$ cat src/rtl/sync_filter_bank_pkg.sv
// Shared definitions for the synchroniser/filter bank.
//   MIN_STAGES, MIN_FILTER : smallest legal chain depth and filter length.
//   cnt_width()            : width of a filter counter that must count up to
//                            FILTER_CYCLES-1, never narrower than one bit.
package sync_pkg;

  localparam int MIN_STAGES = 2;
  localparam int MIN_FILTER = 1;

  function automatic int cnt_width(input int filter_cycles);
    return (filter_cycles <= 1) ? 1 : $clog2(filter_cycles);
  endfunction

endpackage

$ cat src/rtl/sync_filter_bank_channel.sv
// One synchroniser channel: flop chain, stability filter and edge register.
// Ports:
//   clk, reset   : clock and asynchronous active-high reset
//   async_in     : asynchronous level input
//   sync_out     : filtered, synchronised level
//   rise_pulse   : one-cycle pulse when sync_out goes 0->1
//   fall_pulse   : one-cycle pulse when sync_out goes 1->0
//   change_d     : next-cycle value of (rise_pulse | fall_pulse), lets the
//                  parent register its OR in the same cycle as the pulses
module sync_filter_channel
  import sync_pkg::*;
#(
  parameter int   STAGES        = 2,
  parameter int   FILTER_CYCLES = 3,
  parameter logic RST_VAL       = 1'b0
) (
  input  logic clk,
  input  logic reset,
  input  logic async_in,
  output logic sync_out,
  output logic rise_pulse,
  output logic fall_pulse,
  output logic change_d
);

  localparam int            CW       = cnt_width(FILTER_CYCLES);
  localparam logic [CW-1:0] CNT_LAST = CW'(FILTER_CYCLES - 1);

  // Only stage_q[0] may go metastable; keep the chain intact and packed.
  (* ASYNC_REG = "TRUE", keep = "true" *) logic [STAGES-1:0] stage_q;

  logic          sample;
  logic [CW-1:0] cnt_q, cnt_d;
  logic          sync_q, sync_d;
  logic          rise_q, rise_d;
  logic          fall_q, fall_d;

  assign sample = stage_q[STAGES-1];

  always_ff @(posedge clk or posedge reset) begin
    if (reset) begin
      stage_q <= {STAGES{RST_VAL}};
      cnt_q   <= '0;
      sync_q  <= RST_VAL;
      rise_q  <= 1'b0;
      fall_q  <= 1'b0;
    end else begin
      stage_q <= {stage_q[STAGES-2:0], async_in};
      cnt_q   <= cnt_d;
      sync_q  <= sync_d;
      rise_q  <= rise_d;
      fall_q  <= fall_d;
    end
  end

  // A differing sample must persist FILTER_CYCLES consecutive cycles; any
  // matching cycle discards the partial count.
  always_comb begin
    cnt_d  = cnt_q;
    sync_d = sync_q;
    rise_d = 1'b0;
    fall_d = 1'b0;
    if (sample == sync_q) begin
      cnt_d = '0;
    end else if (cnt_q == CNT_LAST) begin
      cnt_d  = '0;
      sync_d = sample;
      rise_d = sample;
      fall_d = ~sample;
    end else begin
      cnt_d = cnt_q + 1'b1;
    end
  end

  assign change_d   = rise_d | fall_d;
  assign sync_out   = sync_q;
  assign rise_pulse = rise_q;
  assign fall_pulse = fall_q;

endmodule

$ cat src/rtl/sync_filter_bank.sv
// Multi-channel synchroniser with per-channel glitch filter and edge pulses.
// Ports:
//   clk, reset  : clock and asynchronous active-high reset
//   async_in    : CHANNELS asynchronous level inputs
//   sync_out    : CHANNELS filtered, synchronised levels
//   rise_pulse  : CHANNELS one-cycle 0->1 pulses
//   fall_pulse  : CHANNELS one-cycle 1->0 pulses
//   any_change  : registered OR of all pulses, coincident with them
module sync_filter_bank
  import sync_pkg::*;
#(
  parameter int                  CHANNELS      = 4,
  parameter int                  STAGES        = 2,
  parameter int                  FILTER_CYCLES = 3,
  parameter logic [CHANNELS-1:0] RESET_VALUE   = {CHANNELS{1'b0}}
) (
  input  logic                clk,
  input  logic                reset,
  input  logic [CHANNELS-1:0] async_in,
  output logic [CHANNELS-1:0] sync_out,
  output logic [CHANNELS-1:0] rise_pulse,
  output logic [CHANNELS-1:0] fall_pulse,
  output logic                any_change
);

  if (CHANNELS < 1) begin : g_bad_channels
    $error("sync_filter_bank: CHANNELS must be >= 1");
  end
  if (STAGES < MIN_STAGES) begin : g_bad_stages
    $error("sync_filter_bank: STAGES must be >= %0d", MIN_STAGES);
  end
  if (FILTER_CYCLES < MIN_FILTER) begin : g_bad_filter
    $error("sync_filter_bank: FILTER_CYCLES must be >= %0d", MIN_FILTER);
  end

  logic [CHANNELS-1:0] change_d;
  logic                any_change_q;

  for (genvar i = 0; i < CHANNELS; i++) begin : g_ch
    sync_filter_channel #(
      .STAGES        (STAGES),
      .FILTER_CYCLES (FILTER_CYCLES),
      .RST_VAL       (RESET_VALUE[i])
    ) u_ch (
      .clk        (clk),
      .reset      (reset),
      .async_in   (async_in[i]),
      .sync_out   (sync_out[i]),
      .rise_pulse (rise_pulse[i]),
      .fall_pulse (fall_pulse[i]),
      .change_d   (change_d[i])
    );
  end

  // Built from the channels' next-state pulses so it lines up with them.
  always_ff @(posedge clk or posedge reset) begin
    if (reset) begin
      any_change_q <= 1'b0;
    end else begin
      any_change_q <= |change_d;
    end
  end

  assign any_change = any_change_q;

endmodule
$ cat config.mk
export PLATFORM = sky130hd
export DESIGN_NAME = sync_filter_bank
export DESIGN_NICKNAME = d
export VERILOG_FILES = /design/src/rtl/sync_filter_bank_pkg.sv /design/src/rtl/sync_filter_bank_channel.sv /design/src/rtl/sync_filter_bank.sv
export SDC_FILE = /design/constraint.sdc
export NUM_CORES = 1
export LEC_CHECK = 0
export CAP_MARGIN = 20
export CORE_UTILIZATION = 40
export CTS_CLUSTER_DIAMETER = 100
export CTS_CLUSTER_SIZE = 20
export DETAILED_ROUTE_END_ITERATION = 12
export GPL_TIMING_DRIVEN = 0
export PLACE_DENSITY_LB_ADDON = 0.3
export SLEW_MARGIN = 30
export SYNTH_ARGS = -nofsm -noshare
export SYNTH_HDL_FRONTEND = slang
export SYNTH_SLANG_ARGS = --single-unit
$ cat constraint.sdc
create_clock -name clk -period 1.34 [get_ports clk]
set_input_delay 0.268 -clock clk [delete_from_list [all_inputs] [get_ports clk]]
set_output_delay 0.268 -clock clk [all_outputs]
set_load 0.005 [all_outputs]
==> results.yml <==
floorplanning:
  ios: 19
  fp.dieW_um: 54.05
  dieArea_mm2: 0.002921
  initial_utilization: 0.4296
  fp-row-count: 18
  die-height_um: 54.05
  coreArea_mm2: 0.002522
clock_tree:
  ctsHoldBuffers: 0
  clkSinkCount: 29
  cts_max_level: 2
  clk_latency_ns: 0.32
  numCtsBuffers: 5
  clk_path_buf_depth: 2
  clkSlewWorstSetupHoldPaths_ns: 0.09
  root_buffer: "clkbuf_4"
  tritoncts: "done"
placed_design:
  placed_cell_area_mm2: 0.001301
  dp.cells: 120
  place.gp.congestion: 0.6695
  io_buffers: 18
setup_path:
  worst_path_max_delay_cell: "dfrtp_1"
  r2r_cells: 4
  critical_path_required_ns: 1.07
  r2r-end: "any_change"
  startpoint_type: "flop"
  rr_startpoint: "g_ch[1].u_ch.sync_out"
  worst_ep_arrival_time_ns: 1.01
  max_stage_delay_ns: 0.38
  cp-end-kind: "output port"
  critical_path_class: "flop to output port"
  cp-startpoint: "g_ch[2].u_ch.sync_out"
  crit_path_max_fanout: 2
  endpoint: "sync_out[2]"
  r2r_slack_ns: 0.15
  crit_chain: "buf_4 -> clkdlybuf4s15_1"
yosys:
  synth-seq-area-share: 0.6697
  syn_area_mm2: 0.001084
  ys_types: 13
  yosys-top-cells-area: "dfrtp_1 67%, buf_4 8.3%, nor3b_1 8.3%, xnor2_1 3.2%, mux2_4 2.8%"
  ys_warn_count: 0
  syn_nets: 78
  postSynthCellCount: 72
  synth_area_per_cell_um2: 15.05
  synth_top_area_frac: 0.6697
  synth_top_cell_by_area: "dfrtp_1"
  ys_ff_latch: 29
final_layout:
  layout_commonest_cell: "dfrtp_1"
  nets: 107
  mostFrequentLayoutCells: "29 x dfrtp_1, 17 x buf_4, 12 x nor3b_1, 7 x clkdlybuf4s15_1"
  final_cells: 132
  final_layout_size_suffix_gt1_frac: 0.3431
  syn_to_final_growth_pct: 25.40
  final_area_mm2: 0.001359
  n_antenna_cell: 0
sta:
  clock.fmax_mhz: 783.3
  worst_pin_slew_ns: 0.5597
  relSlewSlack: 0.6263
  clock_skew_ns: 0.008724
  finalSetupViolations: 0
  period_share: 0.9527
  hold_ws_ns: 0.3137
  final_max_slew_viol_count: 0
  fin_setup_tns_ns: 0
  rsz0062_at_grt: "false"
  fin_crit_ns: 1.277
  final_hold_viol_count: 0
grt:
  grt-ovfl-total: 0
  grt_pass1_vias: 531
  grt_pass1_wl_um: 2201
  grt_max_degree: 30
  grtUsageTotal: 0.1204
  antenna_found_initial: 0
routing:
  drtAntennaViolNets: 0
  drc_errors: 0
  drt_iter0_drc: 7
  firstDrtPassIters: 3
  wl_per_cell_um: 9.826
  vias_per_cell: 4.394
  via_count: 580
  wl_um: 1297
power_and_ir_drop:
  pwr-share-clk: 0.186
  p_leak_nw: 0.6424
  p_sw_mw: 0.7275
  swShare: 0.2836
  p_per_area_mw_per_mm2: 1888
  ir_drop_mv: 1.127
  combPwrFrac: 0.342
  p_int_mw: 1.838
  seqPwrFrac: 0.472
worst_hold_path:
  hold_path.class: "primary input to async pin"
run_status:
  outcome: "completed"
run:
  cap_violations: 0
repair_timing:
item                                    in CTS  in global routing
gates resized for setup                     22                  7
endpoints found under the setup margin      13                  7
buffers inserted                             4                  0
worst max-delay path, delay by kind of cell (launching register included):
kind	cells	cell delay, ns
flops	1	0.38
buf+inv	2	0.31
logic make-up after synthesis:
logic type | after synthesis | share of synthesized area
AO/OA/AOI/OAI | 2 | 0.02194
XOR/XNOR | 4 | 0.03233
buffers and inverters | 13 | 0.08661
flip-flops | 29 | 0.6697
multiplexers | 4 | 0.04850
AND/OR/NAND/NOR | 20 | 0.1409
power by group through the flow:
stage,registers [mW],logic [mW],clock network [mW]
floorplan,1.25,0.551,0
global placement,1.27,0.792,0
global route,1.24,0.972,0.552
finish,1.21,0.876,0.477
CTS,1.21,0.904,0.509
detailed placement,1.28,0.808,0
routing by layer:
layer	wire (um)	GRT usage
met1	561	0.1296
met2	615	0.1687
met3	102	0.09322
met4	19	0.06410
met5	0	0
stage by stage:
stage          power [mW]  worst slack [ns]  utilization
5_1_grt             2.768          0.006244       0.5387
4_1_cts             2.624          0.002065       0.5451
2_1_floorplan       1.799            0.3487            -
3_5_place_dp        2.090           0.06928       0.5159
6_report            2.566           0.06335       0.5387
3_3_place_gp        2.058           -0.1709       0.5159
registers in the layout, indices dropped and copies added, names as in the netlist:
name	flops
g_ch.u_ch.cnt_q	8
g_ch.u_ch.stage_q	8
g_ch.u_ch.fall_pulse	4
g_ch.u_ch.rise_pulse	4
g_ch.u_ch.sync_out	4
any_change	1
area by class of cell:
type	count	area, um2
Sequential cell	29	725.7
Clock inverter	2	10.01
Fill cell	232	1164
Buffer	12	90.09
Clock buffer	6	41.29
Multi-Input combinational cell	30	264.0
Inverter	1	3.754
Timing Repair Buffer	22	186.4
Tap cell	30	37.54
how the worst min path moves through the flow:
stage	from	endpoint
2_1_floorplan	async_in[0]	g_ch[0].u_ch.stage_q[0]
3_3_place_gp	g_ch[1].u_ch.stage_q[0]	g_ch[1].u_ch.stage_q[1]
3_5_place_dp	g_ch[2].u_ch.stage_q[0]	g_ch[2].u_ch.stage_q[1]
4_1_cts	reset	g_ch[1].u_ch.cnt_q[0]
5_1_grt	reset	g_ch[1].u_ch.cnt_q[0]
6_report	reset	g_ch[1].u_ch.cnt_q[0]
synthesized netlist by cell type:
cell type / number
dfrtp_1: 29
buf_4: 12
nor3b_1: 12
nor3_1: 4
xnor2_1: 4
mux2_1: 2
mux2_4: 2
nand2b_4: 2
inv_1: 1
nand2b_1: 1
nand2b_2: 1
o221ai_2: 1
o22a_1: 1
Note: power is estimated with default switching activity, not from simulation.
